## src/rtl/chip8_fetch.sv

```systemverilog
// chip8_fetch: CHIP-8 instruction fetch unit.
// Reads the two opcode bytes at pc and pc+1 from byte-wide memory, then
// offers the assembled big-endian opcode to the decoder through a
// valid/ready handshake. Also owns the program counter: it advances by
// 2 or 4 at each handshake and is loaded directly on a jump or flush.
//
// Optional feature, controlled by the macro CHIP8_FETCH_BOUNDS_CHECK_EN:
//   defined   - a fetch that would begin at pc = all-ones (so its second
//               byte would wrap to address 0) goes to a sticky FAULT state
//               and raises fault. Only reset or pc_load leaves FAULT.
//   undefined - there is no FAULT state, fault is tied low, and a fetch
//               at the top address simply wraps its second read to 0.

module chip8_fetch #(
  parameter int                ADDR_W   = 12,
  parameter logic [ADDR_W-1:0] PC_RESET = ADDR_W'(12'h200)
) (
  input  logic              clk,
  input  logic              rst_n,
  input  logic              enable,
  output logic              mem_read,
  output logic [ADDR_W-1:0] mem_read_addr,
  input  logic [7:0]        mem_read_data,
  output logic [15:0]       opcode,
  output logic              opcode_valid,
  input  logic              opcode_ready,
  input  logic              pc_skip,
  input  logic              pc_load,
  input  logic [ADDR_W-1:0] pc_load_value,
  output logic [ADDR_W-1:0] pc,
  output logic              fault
);

  // Fetch sequencer states. FAULT exists only with the bounds check.
  typedef enum logic [2:0] {
    IDLE    = 3'd0,
    REQ_HI  = 3'd1,
    REQ_LO  = 3'd2,
    WAIT_LO = 3'd3,
`ifdef CHIP8_FETCH_BOUNDS_CHECK_EN
    VALID   = 3'd4,
    FAULT   = 3'd5
`else
    VALID   = 3'd4
`endif
  } fetch_state_t;

  fetch_state_t state;
  fetch_state_t state_next;
  fetch_state_t restart_state;

  logic              handshake;
  logic [ADDR_W-1:0] pc_next;
  logic [ADDR_W-1:0] pc_plus1;
  logic [ADDR_W-1:0] pc_plus2;
  logic [ADDR_W-1:0] pc_plus4;

  // All pc arithmetic wraps naturally at the address width.
  assign pc_plus1  = pc + ADDR_W'(1);
  assign pc_plus2  = pc + ADDR_W'(2);
  assign pc_plus4  = pc + ADDR_W'(4);
  assign handshake = opcode_valid & opcode_ready;

  // Next pc: a load beats a handshake; a skip only matters at a handshake.
  always_comb begin
    pc_next = pc;
    if (pc_load) begin
      pc_next = pc_load_value;
    end else if (handshake) begin
      pc_next = pc_skip ? pc_plus4 : pc_plus2;
    end
  end

  // Where a new fetch starts from: idle when disabled, otherwise a read of
  // the high byte (or FAULT when that fetch would straddle the top address).
  always_comb begin
    restart_state = IDLE;
    if (enable) begin
      restart_state = REQ_HI;
`ifdef CHIP8_FETCH_BOUNDS_CHECK_EN
      if (pc_next == {ADDR_W{1'b1}}) begin
        restart_state = FAULT;
      end
`endif
    end
  end

  // State register.
  always_ff @(posedge clk or negedge rst_n) begin
    if (!rst_n) begin
      state <= IDLE;
    end else begin
      state <= state_next;
    end
  end

  // Next-state logic; pc_load flushes any fetch (and FAULT) from any state.
  always_comb begin
    state_next = state;
    if (pc_load) begin
      state_next = restart_state;
    end else begin
      case (state)
        IDLE:    if (enable) state_next = restart_state;
        REQ_HI:  state_next = REQ_LO;
        REQ_LO:  state_next = WAIT_LO;
        WAIT_LO: state_next = VALID;
        VALID:   if (opcode_ready) state_next = restart_state;
`ifdef CHIP8_FETCH_BOUNDS_CHECK_EN
        FAULT:   state_next = FAULT;
`endif
        default: state_next = IDLE;
      endcase
    end
  end

  // Memory strobe, read address, handshake valid and fault, decoded from state.
  always_comb begin
    mem_read      = 1'b0;
    mem_read_addr = pc;
    opcode_valid  = 1'b0;
    fault         = 1'b0;
    case (state)
      REQ_HI: begin
        mem_read = 1'b1;
      end
      REQ_LO: begin
        mem_read      = 1'b1;
        mem_read_addr = pc_plus1;
      end
      VALID: begin
        opcode_valid = 1'b1;
      end
`ifdef CHIP8_FETCH_BOUNDS_CHECK_EN
      FAULT: begin
        fault = 1'b1;
      end
`endif
      default: begin
        mem_read = 1'b0;
      end
    endcase
  end

  // Program counter register.
  always_ff @(posedge clk or negedge rst_n) begin
    if (!rst_n) begin
      pc <= PC_RESET;
    end else begin
      pc <= pc_next;
    end
  end

  // Opcode assembly: memory returns data one cycle after the strobe, so the
  // high byte lands during REQ_LO and the low byte during WAIT_LO. A flush
  // drops the capture, and opcode is only ever offered from VALID.
  always_ff @(posedge clk or negedge rst_n) begin
    if (!rst_n) begin
      opcode <= 16'h0000;
    end else if (!pc_load) begin
      if (state == REQ_LO) begin
        opcode[15:8] <= mem_read_data;
      end else if (state == WAIT_LO) begin
        opcode[7:0] <= mem_read_data;
      end
    end
  end

endmodule
```

## config.mk

```make
export PLATFORM = sky130hd
export DESIGN_NAME = chip8_fetch
export DESIGN_NICKNAME = d
export VERILOG_FILES = /design/src/rtl/chip8_fetch.sv
export SDC_FILE = /design/constraint.sdc
export NUM_CORES = 1
export LEC_CHECK = 0
export CAP_MARGIN = 10
export CORE_UTILIZATION = 32
export DETAILED_ROUTE_END_ITERATION = 10
export PLACE_DENSITY = 0.6
export SYNTH_ARGS = -nofsm -noshare
export SYNTH_HDL_FRONTEND = slang
export SYNTH_SLANG_ARGS = --single-unit
```

## constraint.sdc

```tcl
create_clock -name clk -period 4.1 [get_ports clk]
set_clock_uncertainty 0.2 [all_clocks]
set_input_delay 0.82 -clock clk [delete_from_list [all_inputs] [get_ports clk]]
set_output_delay 0.82 -clock clk [all_outputs]
set_load 0.02 [all_outputs]
```

# Yosys cells after proc, flatten, opt, wreduce, memory -nomap -nowiden
# Index checks and enable logic that the tools add are counted.
classes:
  magnitude_cmp: 0
  shift: 0
  div: 0
  n_mul: 0
  n_addsub: 3
  bitwise: 3
  reduce_logical: 6
  n_eq_ne: 6
  n_mux: 11
ops:
  columns: ["cell", "n"]
  rows:
  - ["$mux 12", 4]
  - ["$pmux 3 s5", 1]
  - ["$add 12x1->12 const B", 1]
  - ["$add 12x2->12 const B", 1]
  - ["$add 12x3->12 const B", 1]
  - ["$mux 3", 3]
  - ["$eq 3x2->1 const B", 2]
  - ["$ne 3x3->1 const B", 2]
  - ["$reduce_and 2->1", 2]
  - ["$eq 3x1->1 const B", 1]
  - ["$eq 3x3->1 const B", 1]
  - ["$logic_not 3->1", 1]
  - ["$mux 1", 3]
  - ["$reduce_and 3->1", 1]
  - ["$not 1->1", 2]
  - ["$reduce_bool 2->1", 1]
  - ["$reduce_or 2->1", 1]
  - ["$and 1x1->1", 1]
totals:
  mem_count: 0
  word_cells: 33
  latchBits: 0
  output_inout_bits: 43
  romBits: 0
  input_bits: 26
  regBits: 31
  ram_bits: 0

# Depth between registers and ports, before layout
# Gate-level depths: netlist of the first run.
logic_depth:
  depth_word: 5
  depth_mapped: 6
  mapped_depth_nobuf: 5

# Worst setup path after synthesis of the first run
# OpenSTA, ideal clock, no wires.
synth_timing:
  path_type: "register to output"
  start: "reg pc[2]"
  end: "out mem_read_addr[10]"
  slack_ps: 1498
  n_path_buf: 0
  path_stages_with_launch: 6
  required_ps: 3080
  arrival_ps: 1582
  path_cell_list: "dfrtp_1 ha_1 and3_1 nand3_1 nor2_1 xor2_1"
synth_between:
  elab_chain_cells: 2
synth_rtl:
  columns: ["item", "line_no", "text"]
  rows:
  - ["from (decl)", "30", "output logic [ADDR_W-1:0] pc,"]
  - ["from (signal assigned)", "150", "pc <= pc_next;"]
  - ["$add 12x1->12", "59", "assign pc_plus1 = pc + ADDR_W'(1);"]
  - ["$mux 12", "123", "case (state)"]
  - ["to (decl)", "22", "output logic [ADDR_W-1:0] mem_read_addr,"]
# Every way passes these cells.

# Worst setup path in the final report of the first run
layout_timing:
  start: "reg state[1]"
  end: "out mem_read_addr[11]"
layout_between:
  elab_chain_cells: 2
layout_rtl:
  columns: ["item", "line_no", "text"]
  rows:
  - ["from (decl)", "48", "fetch_state_t state;"]
  - ["from (signal assigned)", "93", "state <= state_next;"]
  - ["$eq 3x2->1", "123", null]
  - ["$mux 12", "123", null]
# Every way passes these cells.

==> results of run 1 <==
[final timing paths]
kind / slack [ns] / to / from / cells after the start
setup / recovery: 0.74 / mem_read_addr[11] / state[1]$_DFFE_PN0P_ / 5
hold / removal: 0.31 / opcode[1]$_DFFE_PN0P_ / opcode[1]$_DFFE_PN0P_ / 1
setup reg to reg: 2.22 / pc[5]$_DFFE_PN0P_ / pc[1]$_DFFE_PN0P_ / 5
hold reg to reg: 0.31 / opcode[1]$_DFFE_PN0P_ / opcode[1]$_DFFE_PN0P_ / 1
max in group asynchronous: 2.64 / pc[9]$_DFFE_PN1P_ / rst_n / 2
min in group asynchronous: 0.74 / opcode[9]$_DFFE_PN0P_ / rst_n / 2
[synth_stat cells (2+ instances only)]
cell	number
a31oi_1	2
buf_2	3
a21o_1	2
nor3_1	4
inv_1	2
nor2_1	11
mux2_2	18
nor3b_2	2
clkbuf_2	3
ha_1	3
o21ai_0	7
xnor2_1	14
clkbuf_1	3
and3_1	2
nand4_1	3
xor2_1	6
nor4_2	4
nand3_1	4
a21oi_1	2
dfrtp_1	30
o21ai_1	4
nand2_1	18
buf_6	2
[per-layer routing]
layer,part of all wire [%],up-vias,track usage [%]
li1,-,701,-
met1,46,674,20.23
met2,43,60,23.33
met3,10,5,6.946
met4,1.0,0,4.231
met5,0,-,0
[cell families after synthesis]
| family | count (synthesis) | synth area share, % |
|---|---|---|
| xor+xnor | 20 | 9.901 |
| flops | 31 | 43.92 |
| compound gates | 21 | 7.001 |
| other cells | 1 | 0.2120 |
| fa+ha+maj | 3 | 2.122 |
| buf+inv | 15 | 4.667 |
| mux | 19 | 12.02 |
| simple gates | 57 | 20.16 |
[state kept, by name, indices dropped and copies added, names as in the netlist]
signal and cells:
opcode 16, pc 12, state 3
[report_power, final]
group	switching (mW)	internal, mW
clock network	0.115	0.153
registers	0.0770	0.402
logic	0.260	0.304
total	0.452	0.859
[cell type report]
class	count	area [um2]
Fill cell	524	2638
Multi-Input combinational cell	121	909.6
Sequential cell	31	777.0
Timing Repair Buffer	69	685.7
Clock buffer	8	100.1
Tap cell	70	87.58
Inverter	2	7.507
[per-stage QoR]
stage          std cells  hold WS [ns]  instance area, um2  power, mW  worst slack [ns]
2_1_floorplan        167        0.3244                1769     0.7703             1.498
3_3_place_gp         293        0.2899                2467      1.050             1.042
3_5_place_dp         293        0.2947                2467      1.048             1.022
4_1_cts              301        0.3179                2567      1.329            0.7097
5_1_grt              301        0.3326                2567      1.383            0.5193
6_report             301        0.3096                2567      1.311            0.7372
==> results.toml, run 1 <==
[synth]
synth_edf_count = 0
synth_area_leader_cell = "dfrtp_1"
synth_top_area_share_pct = 42.43
synth_flop_cell = "dfrtp_1"
yosys-top-cells-area = "dfrtp_1, mux2_2, xnor2_1, nand2_1, xor2_1"
ys_seq_elements = 31
yosysWarnings = 0
syn_area_um2 = 1769
synth-seq-area-share_pct = 43.92
synthCells = 167
syn_area_per_cell_um2 = 10.59
ys_async_sr_fraction_pct = 100.0
synth.distinct_cells = 41
syn-num-nets = 196

[floorplanning]
core_area_um2 = 5205
die_y_um = 76.36
fp.dieArea_um2 = 5830
boundaryPins = 69
fp-row-count = 26
die_width_um = 76.36
start_util_pct = 33.99

[setup_path]
crit_type = "register to primary output"
cp.arrival_ns = 2.34
endpoint_kind = "primary output"
cp_slowest_cell = "clkdlybuf4s50_1"
path_delay_family = "simple AND/OR/NAND/NOR gates"
start_kind = "register"
required_ns = 3.08
cp_max_fo = 8
path_buf_inv = 1
slowest_delay_ns = 0.61
crit_path_cell_trace = "nor3b_4 -> nand4_2 -> nor3_2 -> xor2_1 -> clkdlybuf4s50_1"

[clock_tree]
cts_root_buffer = "clkbuf_8"
cts_inserted_buffers = 5
cts_max_path_buffers = 2
clk_latency_ns = 0.28
clkTransAtPathRegs_ns = 0.06
ctsResizeCount = 0
cts_sinks = 31
cts_setup_buffers = 0
cts_tree = "done"
cts.htree.levels = 2
cts.hold.buffers_added = 0

[route]
first_pass_iters = 4
drtAntennaViolNets = 0
wire_per_inst_um = 13.75
drt-total-wl_um = 4138
num_vias = 1440
drtIter0Drc = 59
route.detailed.drc = 0
vias_per_cell = 4.784

[sta]
slew_violations = 0
rsz0062_at_grt = "no"
period_share_pct = 82.02
slew_headroom_pct = 65.01
finalSetupViolations = 0
period_minus_slack_ns = 3.363
tns_ns = 0
fmax_ghz = 0.2974
hold_viol_final = 0
tightest_slew_ns = 0.5103

[layout]
syn2layout_area_growth_pct = 45.12
post-route-util_pct = 49.33
diodes = 0
most-common-layout-cells = "clkdlybuf4s50_1, dfrtp_1, nand2_1, mux2_2, xnor2_1"
drive_above_1_share_pct = 16.88
fin_nets = 259
final_common_cell = "clkdlybuf4s50_1"

[grt]
antenna_found_initial = 0
grt_pass1_wl_um = 7134
grt_overflow = 0
grt_max_degree = 32
grt_pass1_vias = 1463
grtUsageTotal_pct = 15.56

[pwr]
power.density_nw_per_um2 = 510.5
leakagePower_nw = 1.013
peakVddDrop_v = 0.0003275

[worst_hold_path]
hold_class = "register to register"

[place]
hpwl_um = 2950
place.gp.congestion = 0.7411
portBuffers = 67

[outcome]
outcome = "complete, no violations"

[run]
cap_violations = 0
(Power assumes the default switching activity.)
==> inputs of run 2 (changes only) <==
==> constraint.sdc (replaced) <==
create_clock -name clk -period 3.27 [get_ports clk]
set_clock_uncertainty 0.2 [all_clocks]
set_input_delay 0.654 -clock clk [delete_from_list [all_inputs] [get_ports clk]]
set_output_delay 0.654 -clock clk [all_outputs]
set_load 0.02 [all_outputs]
==> results.toml, run 2 (synthesis gave the netlist of run 1 again) <==
[pwr]
internal_power_mw = 1.040
clkPwrFrac_pct = 18.1
p_seq_share_pct = 37.2
peakVddDrop_v = 0.0004192
power.density_nw_per_um2 = 625.2
comb_power_share_pct = 44.7
leakagePower_nw = 1.019
netSwitchingPower_uw = 570.4
p_sw_share_pct = 35.43

[setup_path]
path_delay_family = "simple AND/OR/NAND/NOR gates"
endpoint_kind = "primary output"
crit_type = "register to primary output"
slowest_delay_ns = 0.61
reg2reg_to = "pc[8]$_DFFE_PN0P_"
rrSetupSlack_ns = 1.37
cp_slowest_cell = "clkdlybuf4s50_1"
cp.arrival_ns = 2.20
start_kind = "register"
crit_path_cell_trace = "nor3b_4 -> nand4_2 -> nor2_1 -> xor2_1 -> clkdlybuf4s50_1"
reg2reg_from = "state[0]$_DFFE_PN0P_"
ff2ff_path_depth = 4
path_buf_inv = 1
cp_max_fo = 7
required_ns = 2.42

[grt]
grtUsageTotal_pct = 15.10
grt_pass1_vias = 1499
antenna_found_initial = 0
grt_max_degree = 32
grt_pass1_wl_um = 7058
grt_overflow = 0

[layout]
syn2layout_area_growth_pct = 45.54
stdcell_count = 303
diodes = 0
final_common_cell = "clkdlybuf4s50_1"
drive_above_1_share_pct = 18.88
most-common-layout-cells = "clkdlybuf4s50_1, dfrtp_1, nand2_1, mux2_2, xnor2_1"
fin_nets = 261
regMostFlops = "opcode"
reg_top3 = "opcode: 16 flops, pc: 12 flops, state: 3 flops"
nFillCells = 506
largest_register_ffs = 16

[floorplanning]
start_util_pct = 33.99
fp.dieArea_um2 = 5830
die_y_um = 76.36
fp-row-count = 26
core_area_um2 = 5205
boundaryPins = 69
die_width_um = 76.36

[place]
portBuffers = 67
place_inst = 295
place.gp.congestion = 0.7560
hpwl_um = 2975

[route]
wire_per_inst_um = 13.60
drtIter0Drc = 56
drt-total-wl_um = 4120
route.detailed.drc = 0
first_pass_iters = 4
num_vias = 1427
vias_per_cell = 4.710
drtAntennaViolNets = 0

[clock_tree]
clk_latency_ns = 0.28
cts_tree = "done"
cts_inserted_buffers = 5
cts.htree.levels = 2
cts_setup_buffers = 0
cts.hold.buffers_added = 0
cts_max_path_buffers = 2
cts_sinks = 31
clkTransAtPathRegs_ns = 0.07
cts_root_buffer = "clkbuf_8"

[outcome]
outcome = "complete, no violations"

[worst_hold_path]
worstHoldEndpoint = "opcode[4]$_DFFE_PN0P_"
hold_path_depth = 1
hold_class = "register to register"
hp-start = "opcode[4]$_DFFE_PN0P_"

[sta]
tightest_slew_ns = 0.5173
rsz0062_at_grt = "no"
slew_headroom_pct = 64.53
period_minus_slack_ns = 3.054
period_share_pct = 93.39
slew_violations = 0
fmax_ghz = 0.3275
hold_viol_final = 0
finalSetupViolations = 0
tns_ns = 0

[run]
cap_violations = 0
run 2: changes by cell type in the layout (fill, tap and decap cells not counted), sizes merged:
cell / delta
dlymetal6s2s: +1
clkdlybuf4s50: -1
clkinvlp: +1
clkbuf: -2
buf: +2
clkinv: +1
run 2: repair_timing:
item                                    4_1_cts  5_1_grt
gates resized for setup                       0        4
endpoints found under the setup margin        0        2
endpoints found under the hold margin         0        0
run 2: layout make-up:
type / instances / area, um2 / area share, %
clock inverter: 2 / 12.51 / 0.4859
inverter: 2 / 7.507 / 0.2915
timing repair buffer: 71 / 703.2 / 27.31
sequential: 31 / 779.5 / 30.27
clock buffer: 6 / 72.57 / 2.818
tap: 70 / 87.58 / 3.401
multi-input combinational: 121 / 912.1 / 35.42
run 2: worst max-delay path by stage:
| stage | cells past startpoint | startpoint | endpoint | slack, ns |
|---|---|---|---|---|
| floorplan | 5 | pc[2]$_DFFE_PN0P_ | mem_read_addr[10] | 0.83 |
| global placement | 5 | state[0]$_DFFE_PN0P_ | mem_read_addr[11] | 0.48 |
| detailed placement | 5 | state[1]$_DFFE_PN0P_ | mem_read_addr[11] | 0.46 |
| CTS | 5 | state[1]$_DFFE_PN0P_ | mem_read_addr[11] | 0.14 |
| global route | 5 | state[0]$_DFFE_PN0P_ | mem_read_addr[7] | 0.05 |
| finish | 5 | state[0]$_DFFE_PN0P_ | mem_read_addr[7] | 0.22 |
run 2: metal layers:
metal	GRT usage [%]	vias up	wire [um]
li1	-	703	-
met1	19.31	659	1933
met2	22.97	61	1748
met3	6.826	4	417
met4	4.038	0	21
met5	0	-	0
run 2: metrics by stage:
stage | total power, mW | cell area [um2] | hold slack (ns) | setup WS, ns | util [%]
2_1_floorplan | 0.9658 | 1769 | 0.1584 | 0.8336 | -
3_3_place_gp | 1.322 | 2482 | 0.2894 | 0.4753 | 47.69
3_5_place_dp | 1.324 | 2482 | 0.2953 | 0.4559 | 47.69
4_1_cts | 1.631 | 2567 | 0.3115 | 0.1361 | 49.33
5_1_grt | 1.703 | 2575 | 0.3352 | 0.05249 | 49.47
6_report | 1.610 | 2575 | 0.3078 | 0.2163 | 49.47
run 2: power groups by stage:
stage	clock [mW]	combinational [mW]	sequential, mW
finish	0.291	0.720	0.599
global route	0.322	0.764	0.617
CTS	0.305	0.726	0.599
detailed placement	0	0.723	0.601
global placement	0	0.724	0.598
floorplan	0	0.246	0.720
==> inputs of run 3 (changes only) <==
--- a/config.mk
+++ b/config.mk
@@ -8,7 +8,8 @@
 export CAP_MARGIN = 10
 export CORE_UTILIZATION = 32
 export DETAILED_ROUTE_END_ITERATION = 10
-export PLACE_DENSITY = 0.6
+export DONT_BUFFER_PORTS = 1
+export PLACE_DENSITY = 0.44
 export SYNTH_ARGS = -nofsm -noshare
 export SYNTH_HDL_FRONTEND = slang
 export SYNTH_SLANG_ARGS = --single-unit
==> results.toml, run 3 (synthesis gave the netlist of run 1 again) <==
[pwr]
netSwitchingPower_uw = 540.5
leakagePower_nw = 0.7473
power_mw = 1.326
peakVddDrop_v = 0.0004233
comb_power_share_pct = 19.0
clkPwrFrac_pct = 23.5
p_sw_share_pct = 40.77
power.density_nw_per_um2 = 696.1
p_seq_share_pct = 57.5
internal_power_uw = 785.1

[grt]
grt_pass1_vias = 1267
antenna_found_initial = 0
grt_overflow = 0
grt_max_degree = 32
grtUsageTotal_pct = 14.51
grt_pass1_wl_um = 6492

[layout]
most-common-layout-cells = "dfrtp_1, nand2_1, mux2_2"
reg_top3 = "opcode: 16 flops, pc: 12 flops, state: 3 flops"
largest_register_ffs = 16
syn2layout_area_growth_pct = 7.638
nFillCells = 549
fin_nets = 192
final_common_cell = "dfrtp_1"
fin_area_um2 = 1904
post-route-util_pct = 36.59
regMostFlops = "opcode"
stdcell_count = 234
diodes = 0
drive_above_1_share_pct = 23.78

[clock_tree]
cts_setup_buffers = 0
cts_inserted_buffers = 5
clk_latency_ns = 0.28
cts_tree = "done"
cts.htree.levels = 2
cts_root_buffer = "clkbuf_8"
clkTransAtPathRegs_ns = 0.07
cts_sinks = 31
cts_max_path_buffers = 2

[floorplanning]
boundaryPins = 69
core_area_um2 = 5205
die_y_um = 76.36
start_util_pct = 33.99
fp.dieArea_um2 = 5830
fp-row-count = 26
die_width_um = 76.36

[route]
drt-total-wl_um = 3914
drtAntennaViolNets = 0
drtIter0Drc = 32
route.detailed.drc = 0
num_vias = 1181
first_pass_iters = 4
vias_per_cell = 5.047
wire_per_inst_um = 16.73

[setup_path]
endpoint_kind = "primary output"
start_kind = "register"
crit_path_cell_trace = "ha_1 -> and3_1 -> nand3_1 -> nor2_1 -> xor2_1"
path_delay_family = "flip-flops"
required_ns = 2.42
cp.arrival_ns = 2.04
path_buf_inv = 0
cp_slowest_cell = "dfrtp_1"
crit_type = "register to primary output"
cp_max_fo = 7
slowest_delay_ns = 0.58
rrSetupSlack_ns = 1.21

[place]
place_area_um2 = 1782
portBuffers = 0
place.gp.congestion = 0.7662
place_ws_ns = 0.6777
hpwl_um = 2898
place_inst = 224

[sta]
hold_viol_final = 0
tns_ns = 0
period_minus_slack_ns = 2.895
tightest_slew_ns = 0.5726
worst_hold_slack_ns = 0.2253
fin_ws_ns = 0.3746
slew_violations = 0
fmax_ghz = 0.3454
finalSetupViolations = 0
rsz0062_at_grt = "no"
slew_headroom_pct = 61.66
period_share_pct = 88.54

[worst_hold_path]
hold_class = "input pin to register"

[outcome]
outcome = "complete, no violations"

[run]
cap_violations = 0
run 3: cell count changes in the layout (fill, tap and decap cells not counted), sizes merged:
cell	previous run	this run
clkdlybuf4s50	66	0
buf	4	1
clkbuf	6	5
clkinv	1	0
clkinvlp	1	2
dlygate4sd3	0	1
dlymetal6s2s	1	0
inv	2	3
run 3: worst paths after layout:
check,startpoint,to,cells after the start
min in group asynchronous,rst_n,opcode[0]$_DFFE_PN0P_,2
worst max register to register,pc[3]$_DFFE_PN0P_,pc[8]$_DFFE_PN0P_,5
worst max-delay path,pc[3]$_DFFE_PN0P_,mem_read_addr[10],5
worst min register to register,state[2]$_DFFE_PN0P_,state[1]$_DFFE_PN0P_,1
worst min-delay path,pc_load,pc[9]$_DFFE_PN1P_,1
max in group asynchronous,rst_n,pc[9]$_DFFE_PN1P_,2
run 3: area by class of cell:
cell class                 count  area [um2]  share of cell area (%)
clock buffer                   5       68.82                   3.614
clock inverter                 3       23.77                   1.248
inverter                       2       7.507                  0.3942
multi-input combinational    121       909.6                   47.77
sequential                    31       777.0                   40.80
tap                           70       87.58                   4.599
timing repair buffer           2       30.03                   1.577
run 3: repair_timing:
action / 4_1_cts / 5_1_grt
hold buffers: 2 / 0
resized for setup: 0 / 0
endpoints found under the hold margin: 31 / 0
endpoints found under the setup margin: 0 / 0
run 3: layer usage:
layer	vias to the layer above	track usage [%]	part of all wire, %
met1	555	16.30	40
met5	-	0	0
met3	6	6.347	8.8
met4	0	5.192	1.5
met2	51	24.32	49
li1	569	-	-
run 3: power groups by stage:
stage,logic [mW],clock network [mW],registers (mW)
2_1_floorplan,0.246,0,0.720
3_3_place_gp,0.234,0,0.765
3_5_place_dp,0.246,0,0.767
4_1_cts,0.256,0.326,0.764
5_1_grt,0.279,0.343,0.782
6_report,0.251,0.312,0.762
